===== src/rtl/eth_tx_arb_pkg.sv =====
// eth_tx_arb_pkg: shared FSM type and PTP tag field layout for the TX arbiter
package eth_tx_arb_pkg;
  typedef enum logic {IDLE, XFER} state_t;
  localparam int USER_W = 17;
  localparam int TAG_W = 16;
  localparam int SEQ_W = 8;
  localparam int PORT_TAG_W = 8;
  localparam int TAG_LSB = 1;
  localparam int SEQ_OFF = 0;
  localparam int PORT_OFF = SEQ_W;
endpackage


===== src/rtl/eth_rr_pick.sv =====
// eth_rr_pick: combinational round-robin picker, first requester at or after ptr wins
module eth_rr_pick #(
  parameter int N = 2
) (
  input  logic [N-1:0] req,
  input  logic [7:0]   ptr,
  output logic [N-1:0] gnt,
  output logic [7:0]   idx,
  output logic         vld
);
  always_comb begin
    int best;
    best = N;
    gnt = '0;
    idx = '0;
    for (int i = 0; i < N; i++) begin
      if (req[i] && ((i - int'(ptr) + N) % N) < best) begin
        best = (i - int'(ptr) + N) % N;
        idx = 8'(i);
        gnt = '0;
        gnt[i] = 1'b1;
      end
    end
    vld = best < N;
  end
endmodule


===== src/rtl/eth_tx_ptp_arbiter.sv =====
// eth_tx_ptp_arbiter: frame round-robin MAC TX arbiter with PTP tag stamping and timestamp return (ETH_TX_ARB_PTP_TAG_EN)
module eth_tx_ptp_arbiter
  import eth_tx_arb_pkg::*;
#(
  parameter int N = 2,
  parameter int DATA_W = 64,
  parameter int KEEP_W = DATA_W / 8,
  parameter int TS_W = 96
) (
  input  logic                  clk,
  input  logic                  rst_n,
  input  logic [N*DATA_W-1:0]   s_axis_tdata,
  input  logic [N*KEEP_W-1:0]   s_axis_tkeep,
  input  logic [N-1:0]          s_axis_tlast,
  input  logic [N*USER_W-1:0]   s_axis_tuser,
  input  logic [N-1:0]          s_axis_tvalid,
  output logic [N-1:0]          s_axis_tready,
  output logic [DATA_W-1:0]     m_axis_tdata,
  output logic [KEEP_W-1:0]     m_axis_tkeep,
  output logic                  m_axis_tlast,
  output logic [USER_W-1:0]     m_axis_tuser,
  output logic                  m_axis_tvalid,
  input  logic                  m_axis_tready,
  input  logic [TS_W-1:0]       s_ptp_ts,
  input  logic [TAG_W-1:0]      s_ptp_ts_tag,
  input  logic                  s_ptp_ts_valid,
  output logic [N*TS_W-1:0]     m_ptp_ts,
  output logic [N*TAG_W-1:0]    m_ptp_ts_tag,
  output logic [N-1:0]          m_ptp_ts_valid,
  output logic [7:0]            grant_port
);
  localparam int IW = N > 1 ? $clog2(N) : 1;
  state_t state, nxt;
  logic [7:0] g, ptr, idx;
  logic [N-1:0] g_oh, pick_oh;
  logic vld, xfer, eof;
  logic [IW-1:0] gi;
  logic [USER_W-1:0] user_out;

  eth_rr_pick #(.N(N)) u_pick (
    .req (s_axis_tvalid),
    .ptr (ptr),
    .gnt (pick_oh),
    .idx (idx),
    .vld (vld)
  );

  assign gi = g[IW-1:0];
  assign xfer = state == XFER;
  assign eof = xfer && s_axis_tvalid[gi] && m_axis_tready && s_axis_tlast[gi];

  always_ff @(posedge clk or negedge rst_n)
    if (!rst_n) state <= IDLE;
    else state <= nxt;

  always_comb begin
    nxt = state;
    nxt = xfer ? (eof ? IDLE : XFER) : (vld ? XFER : IDLE);
  end

  always_ff @(posedge clk or negedge rst_n)
    if (!rst_n) begin
      g <= '0;
      g_oh <= '0;
      ptr <= '0;
    end else begin
      if (!xfer && vld) begin
        g <= idx;
        g_oh <= pick_oh;
      end
      if (eof) ptr <= g == 8'(N - 1) ? '0 : g + 8'd1;
    end

  assign grant_port = g;
  assign s_axis_tready = xfer && m_axis_tready ? g_oh : '0;
  assign m_axis_tvalid = xfer && s_axis_tvalid[gi];
  assign m_axis_tdata = xfer ? s_axis_tdata[gi*DATA_W +: DATA_W] : '0;
  assign m_axis_tkeep = xfer ? s_axis_tkeep[gi*KEEP_W +: KEEP_W] : '0;
  assign m_axis_tlast = xfer && s_axis_tlast[gi];
  assign m_axis_tuser = xfer ? user_out : '0;

`ifdef ETH_TX_ARB_PTP_TAG_EN
  logic [SEQ_W-1:0] seq [N];

  always_ff @(posedge clk or negedge rst_n)
    if (!rst_n) begin
      for (int i = 0; i < N; i++) seq[i] <= '0;
    end else if (eof) begin
      seq[gi] <= seq[gi] + 1'b1;
    end

  assign user_out = {g[PORT_TAG_W-1:0], seq[gi], s_axis_tuser[gi*USER_W]};

  always_ff @(posedge clk or negedge rst_n)
    if (!rst_n) begin
      m_ptp_ts <= '0;
      m_ptp_ts_tag <= '0;
      m_ptp_ts_valid <= '0;
    end else begin
      m_ptp_ts_valid <= '0;
      for (int i = 0; i < N; i++) begin
        if (s_ptp_ts_valid && s_ptp_ts_tag[TAG_W-1:PORT_OFF] == 8'(i)) begin
          m_ptp_ts[i*TS_W +: TS_W] <= s_ptp_ts;
          m_ptp_ts_tag[i*TAG_W +: TAG_W] <= {8'h00, s_ptp_ts_tag[PORT_OFF-1:SEQ_OFF]};
          m_ptp_ts_valid[i] <= 1'b1;
        end
      end
    end
`else
  logic unused_ts;
  assign unused_ts = ^{s_ptp_ts, s_ptp_ts_tag, s_ptp_ts_valid};
  assign user_out = s_axis_tuser[gi*USER_W +: USER_W];
  assign m_ptp_ts = '0;
  assign m_ptp_ts_tag = '0;
  assign m_ptp_ts_valid = '0;
`endif
endmodule


===== config.mk =====
export PLATFORM = sky130hd
export DESIGN_NAME = eth_tx_ptp_arbiter
export DESIGN_NICKNAME = d
export VERILOG_FILES = /design/src/rtl/eth_tx_arb_pkg.sv /design/src/rtl/eth_rr_pick.sv /design/src/rtl/eth_tx_ptp_arbiter.sv
export SDC_FILE = /design/constraint.sdc
export NUM_CORES = 1
export LEC_CHECK = 0
export CAP_MARGIN = 20
export CORE_AREA = 2 2 242 244
export DETAILED_ROUTE_END_ITERATION = 8
export DIE_AREA = 0 0 244 246
export DONT_BUFFER_PORTS = 1
export PLACE_DENSITY_LB_ADDON = 0.15
export SLEW_MARGIN = 10
export SYNTH_ARGS = -nofsm -noshare
export SYNTH_HDL_FRONTEND = slang
export SYNTH_SLANG_ARGS = --single-unit

===== constraint.sdc =====
create_clock -name clk -period 3.15 [get_ports clk]
set_input_delay 0.7875 -clock clk [delete_from_list [all_inputs] [get_ports clk]]
set_output_delay 0.7875 -clock clk [all_outputs]
set_load 0.05 [all_outputs]

==> run_results.csv, run 1 <==
group,metric,value,unit
floorplan,die_h,246,µm
yosys,seq_area_frac_synth,0.0279,
yosys,synth_top_area_cell,"buf_4",
sta,period_share,0.834,
floorplan,row_count,88,
worst_setup_path,crit_path_max_incr_delay,490,ps
detailed_routing,drc,0,
cells_and_area,finalNetCount,832,
grt,antenna_found_initial,0,
worst_setup_path,worstSetupPathDepth,4,
clocking,clockRootBuffer,"clkbuf_16",
worst_setup_path,cpMostUsedCell,"buf_4",
power,power_density,1030,nW/µm²
cells_and_area,post-route-util,0.0753,
yosys,synth_cells,458,
yosys,synth_cell_type_count,21,
detailed_routing,first_pass_iters,2,
worst_setup_path,reg2reg_setup_slack,1550,ps
clocking,cts-resized-gates,0,
grt,grt_pass1_wl,12.3,mm
yosys,ys_ff_latch,4,
power,total_power,4.47,mW
worst_setup_path,crit_chain,"buf_4, mux2i_1, nor2b_1, buf_4",
yosys,synth_area_per_cell,7.83,µm²
clocking,clock_latency,230,ps
detailed_routing,via_per_inst,1.92,
power,ir_drop,0.297,mV
flow_run,drv_cap,0,
detailed_routing,wl,10.3,mm
floorplan,ioPinCount,625,
worst_setup_path,startpoint_type,"flip-flop",
worst_setup_path,critical_path_class,"flip-flop to output port",
worst_setup_path,reg2reg_depth,4,
yosys,synth_top_cell_area_share,0.498,
clocking,cts_hold_buf,0,
clocking,cts_buffers,3,
place,portBuffers,0,
sta,tns,0,ps
cells_and_area,nFillCells,6721,
sta,layout_min_cycle_time,2630,ps
worst_setup_path,crit_family,"buffers and inverters",
detailed_routing,dr_total_vias,2492,
hold_path,min_path_type,"input pin to async pin",
clocking,cts_setup_buffers,0,
power,p_leak,2.05,nW
worst_setup_path,crit_fanout,30,
floorplan,fp.dieW,244,µm
floorplan,dieArea,60000,µm²
detailed_routing,drtIter0Drc,15,
sta,relSlewSlack,0.647,
sta,whs,258,ps
floorplan,core,57400,µm²
place,gp_congestion,0.659,
worst_setup_path,cp_slowest_cell,"dfrtp_4",
grt,grt_max_degree,59,
worst_setup_path,required,2360,ps
detailed_routing,avgRoutedWirePerCell,7.91,µm
clocking,numClockSinks,4,
sta,worst_clock_skew,0.314,ps
worst_setup_path,end_kind,"output port",
yosys,synth_area_leaders,"buf_4 50%, mux2i_1 25%, nor2b_1 16%",
clocking,clock_path_buffers,2,
sta,rsz0062_at_grt,"no",
place,dp_slack,687,ps
sta,max_freq,0.381,GHz
clocking,htree_levels,1,
sta,tightest_slew,531,ps
grt,grt.overflow.total,0,
clocking,cts_tree,"done",
sta,setup_violations,0,
yosys,syn_area,3590,µm²
worst_setup_path,critPathBufInv,2,
status,outcome,"complete, no violations",
yosys,ys.warnings.count,0,
place,hpwlAfterDp,9.24,mm
detailed_routing,ant_nets,0,
grt,grt_pass1_vias,1999,
cells_and_area,drive_gt1_frac,0.188,
grt,globalRouteTotalUtil,0.0286,
cells_and_area,seq_area,105,µm²
sta,slew_violations,0,
cells_and_area,area_growth,20.5,%
worst_setup_path,cp.arrival,1840,ps
sta,hold_violations,0,
cells_and_area,multi_input_area,2440,µm²
sta,finalWorstSetupSlack,523,ps
floorplan,initial_core_util,0.0625,
clocking,clk_pin_slew,30,ps
-- registers in the layout (all words and copies together) (netlist names) --
| register | cells |
|---|---|
| g_oh | 2 |
| ptr | 1 |
| state | 1 |
-- synth_stat cells (all sizes together) --
| master | n |
|---|---|
| buf | 247 |
| mux2i | 91 |
| nor2b | 91 |
| clkbuf | 9 |
| dfrtp | 4 |
| and3 | 2 |
| nand2 | 2 |
| a21oi | 1 |
| a31oi | 1 |
| a41oi | 1 |
| and2b | 1 |
| conb | 1 |
| inv | 1 |
| nand3b | 1 |
| nand4 | 1 |
| nor2 | 1 |
| nor3 | 1 |
| o21a | 1 |
| o21ai | 1 |
-- cell type report --
cell class                 count  area share
tap                          765       0.221
inverter                       1    0.000869
multi-input combinational    429       0.564
antenna                        2     0.00116
sequential                     4      0.0243
clock buffer                   3      0.0174
timing repair buffer          95       0.171
-- metal layers --
layer	GRT usage	vias to the layer above	share of wire
li1	-	1146	-
met1	0.0229	1100	0.26
met2	0.0622	242	0.62
met3	0.0124	4	0.11
met4	0.00538	0	0.0055
met5	0	-	0
-- cell families after synthesis --
kind of cell           synth area share
other                           0.00105
buffers and inverters             0.535
DFF                              0.0279
and+or+nand+nor                   0.173
muxes                             0.254
AOI/OAI and AO/OA               0.00907
-- layout by cell type, fill, tap and decap left out, drive strengths merged, types with 2 or more instances in the layout --
cell type    n
nand2        2
and3         2
diode        2
dfrtp        4
clkbuf       3
buf         95
conb       233
mux2i       91
nor2b       91
-- per-stage QoR --
step	std cells	instance area, µm²
2_1_floorplan	690	4460
3_3_place_gp	1294	4240
3_5_place_dp	1294	4240
4_1_cts	1297	4320
5_1_grt	1297	4320
6_report	1299	4320
-- worst paths after layout --
kind,from,endpoint
setup reg to reg,g_oh[1],state
setup / recovery,g_oh[1],m_axis_tkeep[4]
min in group clk,g_oh[0],g_oh[0]
hold reg to reg,g_oh[0],g_oh[0]
max in group asynchronous,rst_n,g_oh[1]
hold / removal,rst_n,g_oh[1]
-- report_power, final --
| part | leakage [nW] | internal [mW] | total, mW | switching (mW) |
|---|---|---|---|---|
| sequential | 0.0448 | 0.0776 | 0.116 | 0.0382 |
| clock | 0.0370 | 0.162 | 0.199 | 0.0368 |
| combinational | 1.97 | 1.12 | 4.15 | 3.03 |
| total | 2.05 | 1.36 | 4.47 | 3.10 |
-- worst reg2reg max path: stages, from the launching register on --
cell and delay, ps:
dfrtp_4 490, buf_4 440, mux2i_1 310, nor2_1 60, a31oi_1 210
No activity file was read; power rests on OpenSTA's default activity.
==> run 2: changes to the inputs <==
Clock period 3.15 ns to 2.7 ns, I/O delays scaled along.
==> run_results.csv, run 2 (synthesis gave the netlist of run 1 again) <==
group,metric,value,unit
sta,tightest_slew,529,ps
detailed_routing,via_per_inst,1.89,
sta,finalWorstSetupSlack,301,ps
cells_and_area,reg_top3,"g_oh x2, ptr x1, state x1",
worst_setup_path,crit_family,"buffers and inverters",
clocking,clock_path_buffers,2,
clocking,cts-resized-gates,0,
worst_setup_path,critPathBufInv,2,
clocking,clockRootBuffer,"clkbuf_16",
clocking,cts_setup_buffers,0,
floorplan,initial_core_util,0.0625,
detailed_routing,first_pass_iters,2,
power,p_clk_frac,0.044,
clocking,clock_latency,220,ps
cells_and_area,regMostFlops,"g_oh",
clocking,clk_pin_slew,30,ps
floorplan,core,57400,µm²
grt,grt_max_degree,100,
worst_setup_path,crit_fanout,45,
power,p_comb_frac,0.933,
worst_setup_path,crit_chain,"buf_12, mux2i_1, nor2b_1, buf_4",
detailed_routing,dr_total_vias,2453,
cells_and_area,nFillCells,6738,
power,p_leak,2.06,nW
worst_setup_path,critical_path_class,"flip-flop to output port",
sta,worst_clock_skew,1.17,ps
floorplan,ioPinCount,625,
worst_setup_path,crit_path_max_incr_delay,450,ps
power,p_sw_frac,0.692,
power,internal-power,1.61,mW
sta,layout_min_cycle_time,2400,ps
grt,grt.overflow.total,0,
place,placed_area,4250,µm²
floorplan,dieArea,60000,µm²
cells_and_area,drive_gt1_frac,0.188,
clocking,htree_levels,1,
worst_setup_path,startpoint_type,"flip-flop",
cells_and_area,most-common-layout-cells,"233 x conb_1, 92 x buf_4, 91 x mux2i_1, 91 x nor2b_1",
power,ir_drop,0.421,mV
detailed_routing,drc,0,
cells_and_area,largest_register_ffs,2,
power,power_density,1210,nW/µm²
worst_setup_path,reg2reg_setup_slack,1330,ps
detailed_routing,ant_nets,0,
cells_and_area,finalNetCount,832,
detailed_routing,drtIter0Drc,16,
clocking,cts_hold_buf,0,
grt,grt_pass1_wl,12.0,mm
sta,rsz0062_at_grt,"no",
cells_and_area,design_area,4330,µm²
grt,grt_pass1_vias,1930,
cells_and_area,final_common_cell,"conb_1",
detailed_routing,wl,10.2,mm
floorplan,die_h,246,µm
place,portBuffers,0,
sta,slew_violations,0,
sta,whs,147,ps
power,seqPwrFrac,0.022,
sta,hold_violations,0,
worst_setup_path,required,2030,ps
worst_setup_path,cp_slowest_cell,"dfrtp_4",
status,outcome,"complete, no violations",
grt,globalRouteTotalUtil,0.0282,
place,hpwlAfterDp,8.89,mm
clocking,cts_buffers,3,
worst_setup_path,cp.arrival,1720,ps
detailed_routing,avgRoutedWirePerCell,7.86,µm
grt,antenna_found_initial,0,
power,power_switching,3.62,mW
hold_path,min_path_type,"input pin to async pin",
place,dp_slack,508,ps
cells_and_area,n_antenna_cell,0,
sta,setup_violations,0,
floorplan,row_count,88,
floorplan,fp.dieW,244,µm
cells_and_area,post-route-util,0.0755,
sta,relSlewSlack,0.649,
cells_and_area,area_growth,20.7,%
sta,max_freq,0.417,GHz
clocking,numClockSinks,4,
clocking,cts_tree,"done",
sta,period_share,0.888,
place,gp_congestion,0.649,
sta,tns,0,ps
worst_setup_path,end_kind,"output port",
flow_run,drv_cap,0,
-- run 2: cell type report --
type	count	area, µm²	area share
Multi-Input combinational cell	429	2440	0.563
Tap cell	765	957	0.221
Timing Repair Buffer	95	751	0.173
Sequential cell	4	105	0.0243
Clock buffer	3	75.1	0.0173
Inverter	1	3.75	0.000867
-- run 2: layer usage --
metal  GRT usage  up-vias  routed length (µm)
met5           0        -                   0
met4     0.00592        0                  68
met3      0.0127        4                1090
met2      0.0615      242                6360
met1      0.0218     1068                2670
li1            -     1139                   -
-- run 2: worst paths after layout --
check | startpoint | to | cells past startpoint
worst max-delay path | g_oh[1] | m_axis_tdata[23] | 4
worst min-delay path | rst_n | g_oh[1] | 0
worst max register to register | g_oh[1] | state | 4
worst min register to register | g_oh[0] | g_oh[0] | 2
max in group asynchronous | rst_n | state | 0
min in group clk | g_oh[0] | g_oh[0] | 2
-- run 2: worst register-to-register path, stage by stage, from the launching register on --
cell and delay (ps):
dfrtp_4 450, buf_12 240, mux2i_1 270, nor2_1 80
a31oi_1 220
-- run 2: through the flow --
step,power [mW],instances
global route,5.47,1297
CTS,5.30,1297
global placement,5.12,1294
detailed placement,5.07,1294
floorplan,4.32,690
finish,5.23,1297
-- run 2: power by group through the flow --
stage / logic (mW) / clock network (mW) / registers [mW]
2_1_floorplan: 4.23 / 0 / 0.0954
3_3_place_gp: 5.00 / 0 / 0.122
3_5_place_dp: 4.95 / 0 / 0.120
4_1_cts: 4.95 / 0.234 / 0.121
5_1_grt: 5.11 / 0.240 / 0.123
6_report: 4.88 / 0.230 / 0.117
